**config.mk**
```make
export PLATFORM = sky130hd
export DESIGN_NAME = imm_encoder
export DESIGN_NICKNAME = d
export VERILOG_FILES = /design/src/rtl/imm_encoder.sv
export SDC_FILE = /design/constraint.sdc
export NUM_CORES = 1
export LEC_CHECK = 0
export BUFFER_PORTS_ARGS = -buffer_cell sky130_fd_sc_hd__buf_2
export CORE_ASPECT_RATIO = 1.4
export CORE_MARGIN = 4
export CORE_UTILIZATION = 31
export DETAILED_ROUTE_END_ITERATION = 7
export SLEW_MARGIN = 5
export SYNTH_ARGS = -nofsm -noshare
export SYNTH_HDL_FRONTEND = slang
export SYNTH_SLANG_ARGS = --single-unit
```
**constraint.sdc**
```tcl
create_clock -name clk -period 2 [get_ports clk]
set_input_delay 0.6 -clock clk [delete_from_list [all_inputs] [get_ports clk]]
set_output_delay 0.6 -clock clk [all_outputs]
set_load 0.005 [all_outputs]
```
**src/rtl/imm_encoder.sv**
```systemverilog
// Immediate encoder: scatters a 32-bit immediate into an instruction template and queues
// {inst, addr} in a 2-entry FIFO. Optional range checking: define IMM_ENC_RANGE_CHECK_EN.
module imm_encoder #(
  parameter logic [31:0] ADDR_BASE = 32'h0000_0000
) (
  input  logic        clk,
  input  logic        rst_n,
  input  logic        clr,
  input  logic        in_valid,
  output logic        in_ready,
  input  logic [31:0] imm,
  input  logic [2:0]  imm_src,
  input  logic [31:0] base,
  output logic        out_valid,
  input  logic        out_ready,
  output logic [31:0] out_inst,
  output logic [31:0] out_addr,
  output logic        err,
  output logic [7:0]  err_count
);

  localparam logic [2:0] FMT_I = 3'b000;
  localparam logic [2:0] FMT_S = 3'b001;
  localparam logic [2:0] FMT_B = 3'b101;
  localparam logic [2:0] FMT_U = 3'b010;
  localparam logic [2:0] FMT_J = 3'b110;

  function automatic logic fmt_legal(input logic [2:0] src);
    logic ok;
    case (src)
      FMT_I, FMT_S, FMT_B, FMT_U, FMT_J: ok = 1'b1;
      default:                           ok = 1'b0;
    endcase
    return ok;
  endfunction

  // Overwriting every immediate-field bit is equivalent to masking then filling.
  function automatic logic [31:0] encode(input logic [31:0] v, input logic [2:0] src,
                                         input logic [31:0] tmpl);
    logic [31:0] w;
    w = tmpl;
    case (src)
      FMT_I: w[31:20] = v[11:0];
      FMT_S: begin
        w[31:25] = v[11:5];
        w[11:7]  = v[4:0];
      end
      FMT_B: begin
        w[31]    = v[12];
        w[30:25] = v[10:5];
        w[11:8]  = v[4:1];
        w[7]     = v[11];
      end
      FMT_U: w[31:12] = v[31:12];
      FMT_J: begin
        w[31]    = v[20];
        w[30:21] = v[10:1];
        w[20]    = v[11];
        w[19:12] = v[19:12];
      end
      default: w = tmpl;
    endcase
    return w;
  endfunction

`ifdef IMM_ENC_RANGE_CHECK_EN
  function automatic logic range_ok(input logic [31:0] v, input logic [2:0] src);
    logic ok;
    case (src)
      FMT_I, FMT_S: ok = (&v[31:11]) | ~(|v[31:11]);
      FMT_B:        ok = ((&v[31:12]) | ~(|v[31:12])) & ~v[0];
      FMT_J:        ok = ((&v[31:20]) | ~(|v[31:20])) & ~v[0];
      FMT_U:        ok = ~(|v[11:0]);
      default:      ok = 1'b0;
    endcase
    return ok;
  endfunction
`endif

  logic [1:0]  count_r;
  logic [31:0] head_inst_r, head_addr_r;
  logic [31:0] tail_inst_r, tail_addr_r;
  logic [31:0] addr_r;
  logic        err_r;
  logic [7:0]  err_count_r;

  logic        accept_s, pop_s, word_ok_s, push_s, reject_s;
  logic [31:0] enc_inst_s;

  assign in_ready   = (count_r != 2'd2);
  assign out_valid  = (count_r != 2'd0);
  assign out_inst   = head_inst_r;
  assign out_addr   = head_addr_r;
  assign err        = err_r;
  assign err_count  = err_count_r;

  assign enc_inst_s = encode(imm, imm_src, base);
`ifdef IMM_ENC_RANGE_CHECK_EN
  assign word_ok_s  = fmt_legal(imm_src) & range_ok(imm, imm_src);
`else
  assign word_ok_s  = fmt_legal(imm_src);
`endif
  assign accept_s   = in_valid & in_ready;
  assign pop_s      = out_valid & out_ready;
  assign push_s     = accept_s & word_ok_s;
  assign reject_s   = accept_s & ~word_ok_s;

  // Address counter and sticky error bookkeeping.
  always_ff @(posedge clk or negedge rst_n) begin
    if (!rst_n) begin
      addr_r      <= ADDR_BASE;
      err_r       <= 1'b0;
      err_count_r <= 8'h00;
    end else if (clr) begin
      addr_r      <= ADDR_BASE;
      err_r       <= 1'b0;
      err_count_r <= 8'h00;
    end else begin
      if (push_s) begin
        addr_r <= addr_r + 32'd4;
      end
      if (reject_s) begin
        err_r <= 1'b1;
        if (err_count_r != 8'hFF) begin
          err_count_r <= err_count_r + 8'd1;
        end
      end
    end
  end

  // Two-slot FIFO; the head slot doubles as the registered output and holds when empty.
  always_ff @(posedge clk or negedge rst_n) begin
    if (!rst_n) begin
      count_r     <= 2'd0;
      head_inst_r <= 32'h0000_0000;
      head_addr_r <= ADDR_BASE;
      tail_inst_r <= 32'h0000_0000;
      tail_addr_r <= 32'h0000_0000;
    end else if (clr) begin
      count_r <= 2'd0;
    end else begin
      case (count_r)
        2'd0: begin
          if (push_s) begin
            head_inst_r <= enc_inst_s;
            head_addr_r <= addr_r;
            count_r     <= 2'd1;
          end
        end
        2'd1: begin
          if (push_s && pop_s) begin
            head_inst_r <= enc_inst_s;
            head_addr_r <= addr_r;
          end else if (push_s) begin
            tail_inst_r <= enc_inst_s;
            tail_addr_r <= addr_r;
            count_r     <= 2'd2;
          end else if (pop_s) begin
            count_r <= 2'd0;
          end
        end
        2'd2: begin
          if (pop_s) begin
            head_inst_r <= tail_inst_r;
            head_addr_r <= tail_addr_r;
            count_r     <= 2'd1;
          end
        end
        default: count_r <= 2'd0;
      endcase
    end
  end

endmodule
```
Word-level counts from Yosys, hierarchy flattened
Index checks and enable logic that the tools add are counted.
{"block": "word_totals", "register_bits": 171, "inputBits": 72, "out_inout_bits": 75, "word_cells": 74}
{"block": "classes", "addsub": 2, "eq_ne": 15, "mux": 27, "bitwise": 7, "n_reduce_logical": 15}
{"cell": "2-to-1 mux 32 bit", "count": 8}
{"cell": "one-hot mux 32 bit (3 select lines)", "count": 2}
{"cell": "adder 32 x 3 -> 32 bit (second input constant)", "count": 1}
{"cell": "2-to-1 mux 8 bit", "count": 4}
{"cell": "one-hot mux 7 bit (4 select lines)", "count": 1}
{"cell": "one-hot mux 5 bit (3 select lines)", "count": 1}
{"cell": "2-to-1 mux 2 bit", "count": 6}
{"cell": "one-hot mux 5 bit (2 select lines)", "count": 1}
{"cell": "!= test 3 bit (second input constant)", "count": 3}
{"cell": "adder 8 x 1 -> 8 bit (second input constant)", "count": 1}
{"cell": "!= test 2 bit (second input constant)", "count": 4}
{"cell": "!= test 8 bit (second input constant)", "count": 1}
{"cell": "AND reduction 4 bit", "count": 2}
{"cell": "nonzero test 2 bit", "count": 4}
{"cell": "equality test 3 bit (second input constant)", "count": 2}
{"cell": "one-hot mux 2 bit (3 select lines)", "count": 1}
{"cell": "AND reduction 5 bit", "count": 1}
{"cell": "OR reduction 5 bit", "count": 1}
{"cell": "bitwise AND 1 bit", "count": 4}
{"cell": "!= test 4 bit (second input constant)", "count": 1}
{"cell": "OR reduction 2 bit", "count": 2}
{"cell": "equality test 3 x 1 -> 1 bit (second input constant)", "count": 1}
{"cell": "equality test 3 x 2 -> 1 bit (second input constant)", "count": 1}
{"cell": "zero test 3 bit", "count": 1}
{"cell": "other kinds (8)", "count": 12}

Depth between registers and ports, before layout
Gate-level depths: netlist of the first run.
{"block": "depth", "ltp_word": 8, "depth_mapped": 9, "mapped_depth_nobuf": 6}

Worst setup path before layout of the first run
OpenSTA, ideal clock, no wires.
{"block": "synth_path", "path_type": "input to register", "startpoint": "input port imm_src[0]", "endpoint": "register tail_addr_r[10]", "setup_ns": 0.125, "arrival_time_ns": 2.206, "required_ns": 1.875, "setup_slack_ns": -0.331, "path_stages": 6, "n_path_buf": 2, "cell_sequence": "or3b_2 -> and4_1 -> buf_2 -> nand3_1 -> buf_2 -> mux2_2"}
{"block": "synth_between", "elab_chain_len": 7, "elab_cells_between_ends": 11, "classes_between": "eq/ne (4); mux (1); bitwise (2); reduce/logical (4)"}
{"element": "start, declared", "line_no": "12", "rtl": "input logic [2:0] imm_src,"}
{"element": "equality test 3 x 1 -> 1 bit (tied with other cells)", "line_no": "30", "rtl": "case (src)"}
{"element": "OR reduction 5 bit *", "line_no": "30"}
{"element": "2-to-1 mux 1 bit *", "line_no": "30"}
{"element": "bitwise AND 1 bit *", "line_no": "105", "rtl": "assign push_s = accept_s & word_ok_s;"}
{"element": "logical AND 1 bit", "line_no": "151", "rtl": "if (push_s && pop_s) begin"}
{"element": "inverter 1 bit (no source line)"}
{"element": "AND reduction 4 bit (no source line) *"}
{"element": "end signal, assigned", "line_no": "156", "rtl": "tail_addr_r <= addr_r;"}
{"element": "end, declared", "line_no": "82", "rtl": "logic [31:0] tail_inst_r, tail_addr_r;"}
Every way passes the cells marked *; elsewhere a longest branch is shown, timed or not.
A chain may end at the register's enable or synchronous reset.

Worst setup path after layout of the first run
{"block": "layout_path", "startpoint": "register addr_r[3]", "endpoint": "register addr_r[31]"}
{"block": "layout_between", "elab_chain_len": 3}
{"element": "start, declared", "line_no": "83", "rtl": "logic [31:0] addr_r;"}
{"element": "start signal, assigned", "line_no": "120", "rtl": "addr_r <= addr_r + 32'd4;"}
{"element": "adder 32 x 3 -> 32 bit", "line_no": "120"}
{"element": "2-to-1 mux 32 bit", "line_no": "119", "rtl": "if (push_s) begin"}
{"element": "2-to-1 mux 32 bit", "line_no": "114", "rtl": "end else if (clr) begin"}
No other way between the ends. The select of a mux whose other input is x is not followed.

==> results of run 1 <==
==> stage by stage <==
step | cell area [um2] | instances | hold slack (ns) | TNS, ns | util, %
2_1_floorplan | 8000 | 801 | 0.304 | -1.25 | -
3_3_place_gp | 9650 | 1299 | 0.461 | -24.78 | 38.8
3_5_place_dp | 9650 | 1299 | 0.471 | -29.26 | 38.8
4_1_cts | 10300 | 1332 | 0.0989 | -0.000856 | 41.4
5_1_grt | 10300 | 1333 | 0.104 | -0.102 | 41.6
6_report | 10300 | 1333 | 0.0946 | 0 | 41.6
==> area by class of cell <==
cell class | instances | area (um2)
multi-input cells | 572 | 3590
inverters | 9 | 33.8
flip-flops and latches | 165 | 4130
repair buffers | 240 | 1580
clock buffers | 18 | 429
fillers | 2440 | 14500
clock inverters | 14 | 176
well taps | 315 | 394
==> synth_stat cells, types with 3 or more instances <==
cell,count,area share [%]
o211ai_1,11,1.1
buf_2,10,0.64
nand3_1,15,0.96
a21oi_1,23,1.5
buf_1,5,0.24
and4_1,4,0.45
o21ai_0,64,4.1
dfrtp_1,165,53
mux2i_1,20,2.5
or4_1,3,0.29
xor2_1,5,0.56
a31oi_1,40,3.2
nor2_1,69,3.3
and2_1,4,0.32
o22ai_1,6,0.48
xnor2_1,18,2.0
nand2_1,147,7.0
nand2b_1,12,0.96
or3_1,9,0.72
mux2_2,54,7.7
clkbuf_1,38,1.8
nor4_1,6,0.48
and3_1,6,0.48
o21a_1,9,0.86
mux4_2,6,1.7
nor3_1,15,0.96
nand4_1,6,0.48
inv_1,8,0.38
==> metal layers <==
metal  up-vias  track usage, %  routed length [um]  part of all wire (%)
li1       3201               -                   -                     -
met1      3231            17.6                8520                    40
met2       139            27.2               11100                    53
met3        28            3.11                 993                   4.7
met4         0            6.27                 464                   2.2
met5         -               0                   0                     0
==> kinds of logic after synthesis <==
group                    count (synthesis)  synth area share [%]
AO/OA/AOI/OAI                          159                  11.8
XOR/XNOR                                23                  2.56
adder cells (fa/ha/maj)                  2                 0.319
buffers and inverters                   64                  3.31
flip-flops                             165                  52.6
multiplexers                            80                  12.0
other                                    1                0.0477
AND/OR/NAND/NOR                        306                  17.4
==> final timing paths <==
kind / start / to / slack (ns) / depth (start not counted)
setup / recovery: addr_r[3] / addr_r[31] / 0.02 / 5
hold / removal: rst_n / out_addr[14] / 0.09 / 1
setup reg to reg: addr_r[3] / addr_r[31] / 0.02 / 5
hold reg to reg: tail_inst_r[26] / tail_inst_r[26] / 0.48 / 2
max in group asynchronous: rst_n / out_addr[25] / 1.31 / 2
min in group clk: base[3] / tail_inst_r[3] / 0.42 / 2
==> flip-flops by register name, indices dropped and copies added, names as in the netlist <==
signal,cells
tail_inst_r,32
addr_r,30
err_count,8
tail_addr_r,30
err,1
count_r,2
out_addr,30
out_inst,32
==> cell usage in the layout, fill, tap and decap left out, types with 3 or more instances in the layout <==
cell / count
nor2_1: 69
clkinv_4: 3
buf_2: 141
buf_12: 8
mux4_2: 6
nand4_1: 6
inv_6: 4
nor4_1: 6
bufinv_16: 3
nand2_1: 146
a21oi_1: 21
or3_1: 8
mux2i_1: 20
o21a_1: 9
nand2b_1: 12
mux2_2: 51
buf_6: 5
inv_1: 8
mux2_4: 3
a31oi_1: 40
and2_1: 4
and3_1: 6
buf_4: 85
xor2_1: 5
o22ai_1: 6
o211ai_1: 11
o21ai_0: 59
o21ai_1: 4
xnor2_1: 18
clkbuf_16: 17
nor3_1: 15
nand3_1: 12
dfrtp_1: 165
==> timing repair <==
item / CTS / global route
setup endpoints to repair: 3 / 18
resized for setup: 5 / 12
setup buffers: 2 / 1
pin swaps: 1 / 3
==> power by group through the flow <==
stage / registers [mW] / clock network (mW) / logic (mW)
3_3_place_gp: 4.08 / 0 / 1.37
3_5_place_dp: 4.09 / 0 / 1.39
6_report: 4.03 / 3.38 / 1.37
2_1_floorplan: 4.08 / 0 / 0.640
5_1_grt: 4.08 / 3.62 / 1.54
4_1_cts: 4.03 / 3.48 / 1.41
==> results.rst, run 1 <==
.. list-table::
   :header-rows: 1

   * - Metric
     - Value
   * - Async set-reset flop share out of synthesis
     - 100%
   * - Dominant synthesized flop cell
     - dfrtp_1
   * - Ports
     - 147
   * - Total wire length after detailed routing
     - 21.1 mm
   * - Count of mapped cells out of synthesis
     - 800
   * - Area of the core
     - 24800 um2
   * - Setup WS pre-CTS
     - -0.367 ns
   * - Die Area
     - 28000 um2
   * - CTS tree
     - yes
   * - Critical setup path kind
     - reg -> reg
   * - Synthesized flop and latch total
     - 165
   * - Result of the run
     - finished clean
   * - Fin. Hold Viols
     - 0
   * - Antenna Nets Post-Route
     - 0
   * - Average wire per standard cell
     - 15.8 um
   * - Switch Pwr
     - 2.32 mW
   * - Root buffer cell
     - clkbuf_16
   * - Cells along the critical path
     - nand2_2 -> or3_4 -> or4_4 -> or4_1 -> a21oi_1
   * - Part of the total power dissipated in sequential elements
     - 45.8%
   * - Cell family contributing the most delay on the critical path
     - simple AND/OR/NAND/NOR gates
   * - Max Cap Violations
     - 0
   * - Hold crit path type
     - in -> async
   * - Post-layout power
     - 8.78 mW
   * - Iteration-0 DRC count of the detailed router
     - 417
   * - Post-detailed-route via-to-cell ratio
     - 4.95
   * - Post-Syn Area per Cell
     - 9.82 um2
   * - Maximum clock insertion buffer count
     - 2
   * - Total standard cell area after synthesis
     - 7850 um2
   * - Area growth from synthesis to layout
     - 31.5%
   * - Power share of the combinational group
     - 15.6%
   * - Global-route total usage across every layer
     - 15.2%
   * - Crit share post-route
     - 99.0%
   * - Count of endpoints failing setup in the final report
     - 0
   * - Die X
     - 143 um
   * - Clock buffers created by TritonCTS
     - 17
   * - Post-layout nets
     - 1079
   * - Post-detail-place hpwl
     - 15.3 mm
   * - Cell internal power dissipation
     - 6.47 mW
   * - Port-buffer cells
     - 144
   * - CTS HTree Levels
     - 4
   * - Number of synthesized flops with an enable pin
     - 0
   * - Final routed DRC violation total
     - 0
   * - Post-synthesis sequential area ratio
     - 52.6%
   * - Timing-limited maximum frequency
     - 0.505 GHz
   * - Count of warnings emitted by yosys
     - 0
   * - Proportion of power drawn by the clock network
     - 38.5%
   * - Clk_lat worst skew
     - 0.43 ns
   * - Routability Congestion
     - 0.790
   * - Pin count of the biggest net entering global routing
     - 49
   * - Buffering stage count on the worst path with inverters included
     - 0
   * - Count of clock tree sinks
     - 165
   * - Switching power as a share of total power
     - 26.4%
   * - First-pass GRT wire length
     - 34.0 mm
   * - Ant diodes
     - 0
   * - Ratio of cells with drive above 1 in the final layout
     - 34.9%
   * - Number of global-route vias before repair
     - 6727
   * - Unique masters post-synth
     - 42
   * - Areal power density over the cells
     - 851 nW/um2
   * - Number of max-slew violations in the final report
     - 0
   * - Rows
     - 68
   * - Hold-fix buffers, CTS
     - 0
   * - Reg clk slew, reported paths
     - 0.06 ns
   * - Remaining global-route overflow
     - 0
   * - Startpoint types
     - flip-flop
   * - Peak supply drop
     - 0.594 mV
   * - Critical path endpoint category
     - flip-flop
   * - Max FO, Critical Path
     - 9
   * - Setup WS post-layout
     - 0.0204 ns
   * - WP data required
     - 2.35 ns
   * - Vias after detailed routing
     - 6599
   * - Initial Utilization
     - 31.6%
   * - Initial antenna violation count
     - 0
   * - Leakage power summed over all cells
     - 4.65 nW
   * - Setup repair after global routing missed its margin
     - yes
   * - First-pass detailed-route iteration total
     - 4
   * - Min Tclk post-route
     - 1.98 ns
   * - CP max stage cell
     - or4_4
   * - Data arrival time of the critical path
     - 2.33 ns
   * - Max incr delay on CP
     - 0.49 ns
   * - Die boundary height
     - 196 um
   * - Clock skew
     - 0.00922 ns
Power figures use the tool's default switching activity.
==> run 2, diff against run 1 <==
==> constraint.sdc (replaced) <==
create_clock -name clk -period 2.4 [get_ports clk]
set_input_delay 0.72 -clock clk [delete_from_list [all_inputs] [get_ports clk]]
set_output_delay 0.72 -clock clk [all_outputs]
set_load 0.005 [all_outputs]
==> run 2 against run 1 <==
Non-clock buffer count down 49. Hold slack better by 0.10 ns. Register-to-register slack better by 0.28 ns. Count of clock-buffer cells in the layout up 5. Final area down 4.4%. Clock power down 17%. Sequential share of layout area up 1.8 points. Critical path type is now reg -> out. Critical endpoint is now in_ready.
==> results.rst, run 2 (synthesis results as in run 1) <==
.. list-table::
   :header-rows: 1

   * - Metric
     - Value
   * - Data arrival time of the critical path
     - 1.56 ns (-0.77 ns)
   * - Buffering stage count on the worst path with inverters included
     - 3 (+3)
   * - Clock buffers created by TritonCTS
     - 17 (unchanged)
   * - Ports
     - 147 (unchanged)
   * - Hold crit path type
     - in -> async
   * - Count of clock tree sinks
     - 165 (unchanged)
   * - Number of cells on the critical path
     - 4 (-1)
   * - FF/Latch Area
     - 4130 um2 (unchanged)
   * - Global-route total usage across every layer
     - 14.7% (-0.47 points)
   * - Maximum clock insertion buffer count
     - 2 (unchanged)
   * - Depth of the most critical reg-to-reg path
     - 5 (unchanged)
   * - CTS HTree Levels
     - 4 (unchanged)
   * - Initial antenna violation count
     - 4 (+4)
   * - Total wire length after detailed routing
     - 20.1 mm (-4.5%)
   * - Count of instances resized after the clock tree is built
     - 0 (-5)
   * - Setup TNS
     - 0 ns (unchanged)
   * - Final routed DRC violation total
     - 0 (unchanged)
   * - CP endpoint
     - in_ready
   * - Area of the core
     - 24800 um2 (unchanged)
   * - First-pass detailed-route iteration total
     - 4 (unchanged)
   * - CP max stage cell
     - dfrtp_1
   * - Startpoint types
     - flip-flop
   * - Post-layout nets
     - 1030 (-4.5%)
   * - Worst setup path start
     - count_r[1]
   * - Die Area
     - 28000 um2 (unchanged)
   * - Critical path endpoint category
     - primary output
   * - CTS tree
     - yes
   * - Post-detailed-route via-to-cell ratio
     - 4.96 (+0.17%)
   * - Port-buffer cells
     - 144 (unchanged)
   * - Areal power density over the cells
     - 733 nW/um2 (-14%)
   * - Final core area utilization
     - 39.8% (-1.8 points)
   * - Die X
     - 143 um (unchanged)
   * - Peak supply drop
     - 0.484 mV (-19%)
   * - Remaining global-route overflow
     - 0 (unchanged)
   * - Die boundary height
     - 196 um (unchanged)
   * - Iteration-0 DRC count of the detailed router
     - 280 (-33%)
   * - Min Tclk post-route
     - 2.28 ns
   * - First-pass GRT wire length
     - 33.1 mm (-2.6%)
   * - Fin. Hold Viols
     - 0 (unchanged)
   * - Setup repair after global routing missed its margin
     - no
   * - Rows
     - 68 (unchanged)
   * - Multi-input combinational cell area
     - 3510 um2 (-2.2%)
   * - Most used cells in the layout excluding fill and tap cells
     - dfrtp_1 (165), nand2_1 (147), buf_2 (143)
   * - Vias after detailed routing
     - 6367 (-3.5%)
   * - Antenna Nets Post-Route
     - 0 (unchanged)
   * - Cells along the critical path
     - nor2b_4 -> inv_2 -> buf_4 -> buf_2
   * - Total setup buffers inserted after CTS
     - 0 (-2)
   * - Count of endpoints failing setup in the final report
     - 0 (unchanged)
   * - Reg clk slew, reported paths
     - 0.07 ns (about the same)
   * - Leakage power summed over all cells
     - 4.37 nW (-6.1%)
   * - Result of the run
     - finished clean
   * - Fill cells
     - 2431 (-0.37%)
   * - Number of max-slew violations in the final report
     - 0 (unchanged)
   * - Post-layout power
     - 7.24 mW (-18%)
   * - Average wire per standard cell
     - 15.7 um (-0.86%)
   * - Max FO, Critical Path
     - 24 (+15)
   * - Pin count of the biggest net entering global routing
     - 61 (+24%)
   * - Critical setup path kind
     - reg -> out
   * - Setup WS post-layout
     - 0.124 ns (+0.104 ns)
   * - Max incr delay on CP
     - 0.41 ns (-0.08 ns)
   * - Crit share post-route
     - 94.8%
   * - Clk_lat worst skew
     - 0.43 ns (about the same)
   * - Ratio of cells with drive above 1 in the final layout
     - 30.1% (-4.8 points)
   * - Initial Utilization
     - 31.6% (unchanged)
   * - Cell family contributing the most delay on the critical path
     - buffers and inverters
   * - Reg2reg start
     - addr_r[15]
   * - Root buffer cell
     - clkbuf_16
   * - R2R setup slack
     - 0.30 ns (+0.28 ns)
   * - WP data required
     - 1.68 ns (-0.67 ns)
   * - Timing-limited maximum frequency
     - 0.439 GHz
   * - Worst slew margin relative to its limit
     - 57.0%
   * - Max Cap Violations
     - 0 (unchanged)
   * - Setup WS pre-CTS
     - -0.0987 ns (+0.269 ns)
   * - Post-detail-place hpwl
     - 14.2 mm (-6.8%)
   * - Slew of the pin with the lowest slew margin
     - 0.645 ns
   * - Number of global-route vias before repair
     - 6363 (-5.4%)
   * - Most frequent standard cell in the layout excluding fill and tap cells
     - dfrtp_1
   * - Clock skew
     - 0.00920 ns (-0.0000229 ns)
   * - Reg2Reg Capture Point
     - addr_r[31]
   * - Area growth from synthesis to layout
     - 25.8%
   * - Routability Congestion
     - 0.792 (+0.30%)
   * - Hold-fix buffers, CTS
     - 0 (unchanged)
-- run 2: stage by stage --
| stage | hold WS, ns | instances | cell area (um2) |
|---|---|---|---|
| final | 0.194 | 1284 | 9880 |
| after global routing | 0.205 | 1284 | 9880 |
| after floorplan | 0.424 | 801 | 7880 |
| after detailed placement | 0.469 | 1252 | 9270 |
| after CTS | 0.187 | 1283 | 9870 |
| after global placement | 0.461 | 1252 | 9270 |
-- run 2: worst min path at each step --
stage                                from               to  slack, ns  depth (start not counted)
after floorplan                     rst_n       addr_r[10]       0.42                          0
after global placement    tail_inst_r[21]  tail_inst_r[21]       0.46                          2
after detailed placement  tail_inst_r[21]  tail_inst_r[21]       0.47                          2
after CTS                           rst_n     out_addr[12]       0.19                          1
after global routing                rst_n     out_addr[12]       0.20                          1
final                               rst_n     out_addr[12]       0.19                          1
-- run 2: power breakdown --
| part | total (mW) | internal (mW) | switching (mW) |
|---|---|---|---|
| clock network | 2.80 | 1.71 | 1.09 |
| registers | 3.36 | 3.16 | 0.202 |
| logic | 1.08 | 0.545 | 0.539 |
| total | 7.24 | 5.41 | 1.83 |
-- run 2: worst reg2reg max path, stage by stage, from the launching register on --
cell	delay, ns
dfrtp_1	0.49
and4_1	0.30
nand4_1	0.13
or4_4	0.55
or4_1	0.41
a21oi_1	0.15
-- run 2: layout make-up --
type | instances | share of cell area (%)
antenna | 1 | 0.0253
clock buffer | 23 | 4.84
sequential | 165 | 41.8
clock inverter | 8 | 1.25
multi-input combinational | 572 | 35.5
inverter | 9 | 0.342
tap | 315 | 3.99
timing repair buffer | 191 | 12.2
-- run 2: metal layers --
metal  global-route usage (%)  vias to the layer above  wire length [um]
met5                        0                        -                45
li1                         -                     3093                 -
met1                     17.8                     3115              8500
met3                     4.13                       26              1160
met2                     25.3                      127             10100
met4                     4.79                        6               312
==> run 3, diff against run 2 <==
--- a/config.mk
+++ b/config.mk
@@ -5,6 +5,7 @@
 export SDC_FILE = /design/constraint.sdc
 export NUM_CORES = 1
 export LEC_CHECK = 0
+export ABC_AREA = 1
 export BUFFER_PORTS_ARGS = -buffer_cell sky130_fd_sc_hd__buf_2
 export CORE_ASPECT_RATIO = 1.4
 export CORE_MARGIN = 4
==> run 3 against run 2 <==
Synthesized cell count grew 49%. Non-clock buffer count decreased by 19. Maximum frequency grew 6.7%. Critical path type unchanged. Critical endpoint unchanged. First-iteration DRC count up 89%. Setup slack improved by 0.14 ns. Sequential share of layout area down 2.0 points. Die area grew 9.0%.
==> results.rst, run 3 <==
.. list-table::
   :header-rows: 1

   * - Metric
     - Value
   * - Post-detail-place hpwl
     - 17.7 mm (+24%)
   * - Total wire length after detailed routing
     - 24.1 mm (+20%)
   * - Count of endpoints failing setup in the final report
     - 0 (unchanged)
   * - Number of max-slew violations in the final report
     - 0 (unchanged)
   * - Global-route total usage across every layer
     - 16.1% (+1.4 points)
   * - Final core area utilization
     - 38.3% (-1.5 points)
   * - Reg clk slew, reported paths
     - 0.07 ns (about the same)
   * - Crit share post-route
     - 88.9% (-6.0 points)
   * - Hold-fix buffers, CTS
     - 0 (unchanged)
   * - Count of warnings emitted by yosys
     - 0 (unchanged)
   * - Switch Pwr
     - 2.32 mW (+27%)
   * - Proportion of power drawn by the clock network
     - 36.5% (-2.2 points)
   * - Result of the run
     - finished clean
   * - Area growth from synthesis to layout
     - 20.6%
   * - Maximum clock insertion buffer count
     - 2 (unchanged)
   * - Critical path endpoint category
     - primary output
   * - R2R setup slack
     - 0.52 ns (+0.22 ns)
   * - Met1 layer usage reported by global route
     - 18.9% (+1.1 points)
   * - Die X
     - 149 um (+4.4%)
   * - Average wire per standard cell
     - 14.1 um (-10%)
   * - Clk_lat worst skew
     - 0.44 ns (about the same)
   * - Reg2reg start
     - addr_r[3]
   * - First-pass detailed-route iteration total
     - 4 (unchanged)
   * - Max FO, Critical Path
     - 14 (-42%)
   * - Synthesized flop and latch total
     - 165 (unchanged)
   * - Most area-hungry cell type in the Yosys netlist
     - dfrtp_1
   * - Top post-synthesis cells by area
     - dfrtp_1 (48%), nand2_1 (25%), o21ai_0 (6.5%), nor2_1 (3.5%), inv_1 (3.3%)
   * - Ratio of cells with drive above 1 in the final layout
     - 17.3% (-13 points)
   * - Depth of the most critical reg-to-reg path
     - 8 (+3)
   * - Setup TNS
     - 0 ns (unchanged)
   * - Clock buffers created by TritonCTS
     - 17 (unchanged)
   * - Slew of the pin with the lowest slew margin
     - 0.516 ns (-0.129 ns)
   * - Peak supply drop
     - 0.382 mV (-21%)
   * - Rows
     - 71 (+4.4%)
   * - Timing-limited maximum frequency
     - 0.469 GHz (+6.7%)
   * - Number of synthesized flops with an enable pin
     - 0 (unchanged)
   * - Fill cells
     - 2847 (+17%)
   * - Worst setup path start
     - count_r[0]
   * - Global routing usage on met2
     - 29.3% (+3.9 points)
   * - Post-Syn Area per Cell
     - 7.20 um2 (-27%)
   * - Max Cap Violations
     - 0 (unchanged)
   * - First-pass GRT wire length
     - 39.6 mm (+20%)
   * - Pin count of the biggest net entering global routing
     - 68 (+11%)
   * - Routability Congestion
     - 0.911 (+15%)
   * - Iteration-0 DRC count of the detailed router
     - 528 (+89%)
   * - Post-synthesis sequential area ratio
     - 48.0% (-4.6 points)
   * - Remaining global-route overflow
     - 0 (unchanged)
   * - Most frequent standard cell in the layout excluding fill and tap cells
     - nand2_1
   * - Hold crit path type
     - in -> async
   * - Switching power as a share of total power
     - 29.5% (+4.2 points)
   * - Root buffer cell
     - clkbuf_16
   * - Met3 track demand over resource
     - 3.10% (-1.0 points)
   * - Part of the total power dissipated in sequential elements
     - 45.1% (-1.3 points)
   * - Startpoint types
     - flip-flop
   * - Top-count cell post-synth
     - nand2_1
   * - CTS HTree Levels
     - 4 (unchanged)
   * - Min Tclk post-route
     - 2.13 ns (-0.143 ns)
   * - Initial Utilization
     - 31.7% (+0.13 points)
   * - Fraction of synthesized cell area taken by the top area cell type
     - 48.0% (-4.6 points)
   * - Count of instances resized after the clock tree is built
     - 0 (unchanged)
   * - Port-buffer cells
     - 144 (unchanged)
   * - Clock skew
     - 0.0103 ns (+0.00110 ns)
   * - Post-detailed-route via-to-cell ratio
     - 4.61 (-7.1%)
   * - Unique masters post-synth
     - 30 (-29%)
   * - Top post-synthesis cells by count
     - nand2_1 (575), dfrtp_1 (165), o21ai_0 (112)
   * - Ports
     - 147 (unchanged)
   * - Initial antenna violation count
     - 1 (-3)
   * - Die Area
     - 30500 um2 (+9.0%)
   * - Number of global-route vias before repair
     - 7744 (+22%)
   * - Total standard cell area after synthesis
     - 8600 um2 (+9.5%)
   * - Antenna Nets Post-Route
     - 0 (unchanged)
   * - WP data required
     - 1.68 ns (about the same)
   * - Count of clock tree sinks
     - 165 (unchanged)
   * - Worst slew margin relative to its limit
     - 65.5% (+8.5 points)
   * - Cell internal power dissipation
     - 5.54 mW (+2.3%)
   * - Count of mapped cells out of synthesis
     - 1194 (+49%)
   * - Area of the core
     - 27100 um2 (+9.1%)
   * - Dominant synthesized flop cell
     - dfrtp_1
   * - Most utilized layer in the global route result
     - met2
   * - CTS tree
     - yes
   * - Post-layout nets
     - 1408 (+37%)
   * - Areal power density over the cells
     - 757 nW/um2 (+3.3%)
   * - Power share of the combinational group
     - 18.4% (+3.4 points)
   * - Fin. Hold Viols
     - 0 (unchanged)
   * - Vias after detailed routing
     - 7886 (+24%)
   * - Most used cells in the layout excluding fill and tap cells
     - nand2_1 (575), dfrtp_1 (165), buf_2 (143)
   * - Die boundary height
     - 205 um (+4.5%)
   * - Leakage power summed over all cells
     - 5.41 nW (+24%)
   * - Critical setup path kind
     - reg -> out
   * - Async set-reset flop share out of synthesis
     - 100% (unchanged)
   * - Setup repair after global routing missed its margin
     - no
   * - Reg2Reg Capture Point
     - addr_r[12]
   * - Ant diodes
     - 0 (-1)
   * - Total setup buffers inserted after CTS
     - 0 (unchanged)
   * - Data arrival time of the critical path
     - 1.41 ns (-0.15 ns)
   * - CP endpoint
     - in_ready
   * - Final routed DRC violation total
     - 0 (unchanged)
-- run 3: kinds of logic after synthesis --
kind of cell,synth area share [%]
buf+inv,7.51
fa+ha+maj,0.291
simple gates,34.6
flops,48.0
compound gates,8.82
xor+xnor,0.713
other cells,0.0436
-- run 3: worst min-delay path by stage --
stage | startpoint | end
after detailed placement | out_addr[4] | out_addr[4]
after floorplan | rst_n | addr_r[10]
after global routing | rst_n | out_inst[5]
after global placement | out_inst[6] | out_inst[6]
final | rst_n | out_inst[1]
after CTS | rst_n | out_inst[1]
-- run 3: metal layers --
layer | vias to the layer above | part of all wire, %
met3 | 34 | 4.0
met4 | 2 | 2.2
met5 | - | 0.083
met2 | 138 | 51
li1 | 4022 | -
met1 | 3690 | 42
-- run 3: power by group through the flow --
stage               clock network (mW)  registers [mW]  logic (mW)
floorplan                            0            3.57       0.840
CTS                               2.95            3.54        1.48
detailed placement                   0            3.59        1.48
global placement                     0            3.58        1.44
finish                            2.87            3.54        1.45
global route                      3.07            3.59        1.67
-- run 3: worst max-delay path, cell delays in order, from the launching register on --
cell and delay [ns]:
dfrtp_1 0.44, inv_2 0.15, nand2_4 0.05, buf_4 0.19
buf_2 0.14
-- run 3: cell type report --
type	count	area [um2]	share of cell area [%]
clock inverter	14	176	1.70
multi-input combinational	894	3840	37.0
timing repair buffer	172	1020	9.88
tap	365	457	4.40
sequential	165	4130	39.8
inverter	84	323	3.11
clock buffer	18	429	4.14
-- run 3: per-stage QoR --
| step | setup WS [ns] | hold slack, ns | cells | power (mW) | area, um2 |
|---|---|---|---|---|---|
| 6_report | 0.267 | 0.206 | 1712 | 7.86 | 10400 |
| 5_1_grt | 0.210 | 0.235 | 1712 | 8.32 | 10400 |
| 3_5_place_dp | 0.124 | 0.460 | 1680 | 5.07 | 9770 |
| 2_1_floorplan | 0.502 | 0.424 | 1195 | 4.41 | 8600 |
| 4_1_cts | 0.247 | 0.218 | 1712 | 7.98 | 10400 |
| 3_3_place_gp | 0.175 | 0.456 | 1680 | 5.03 | 9770 |
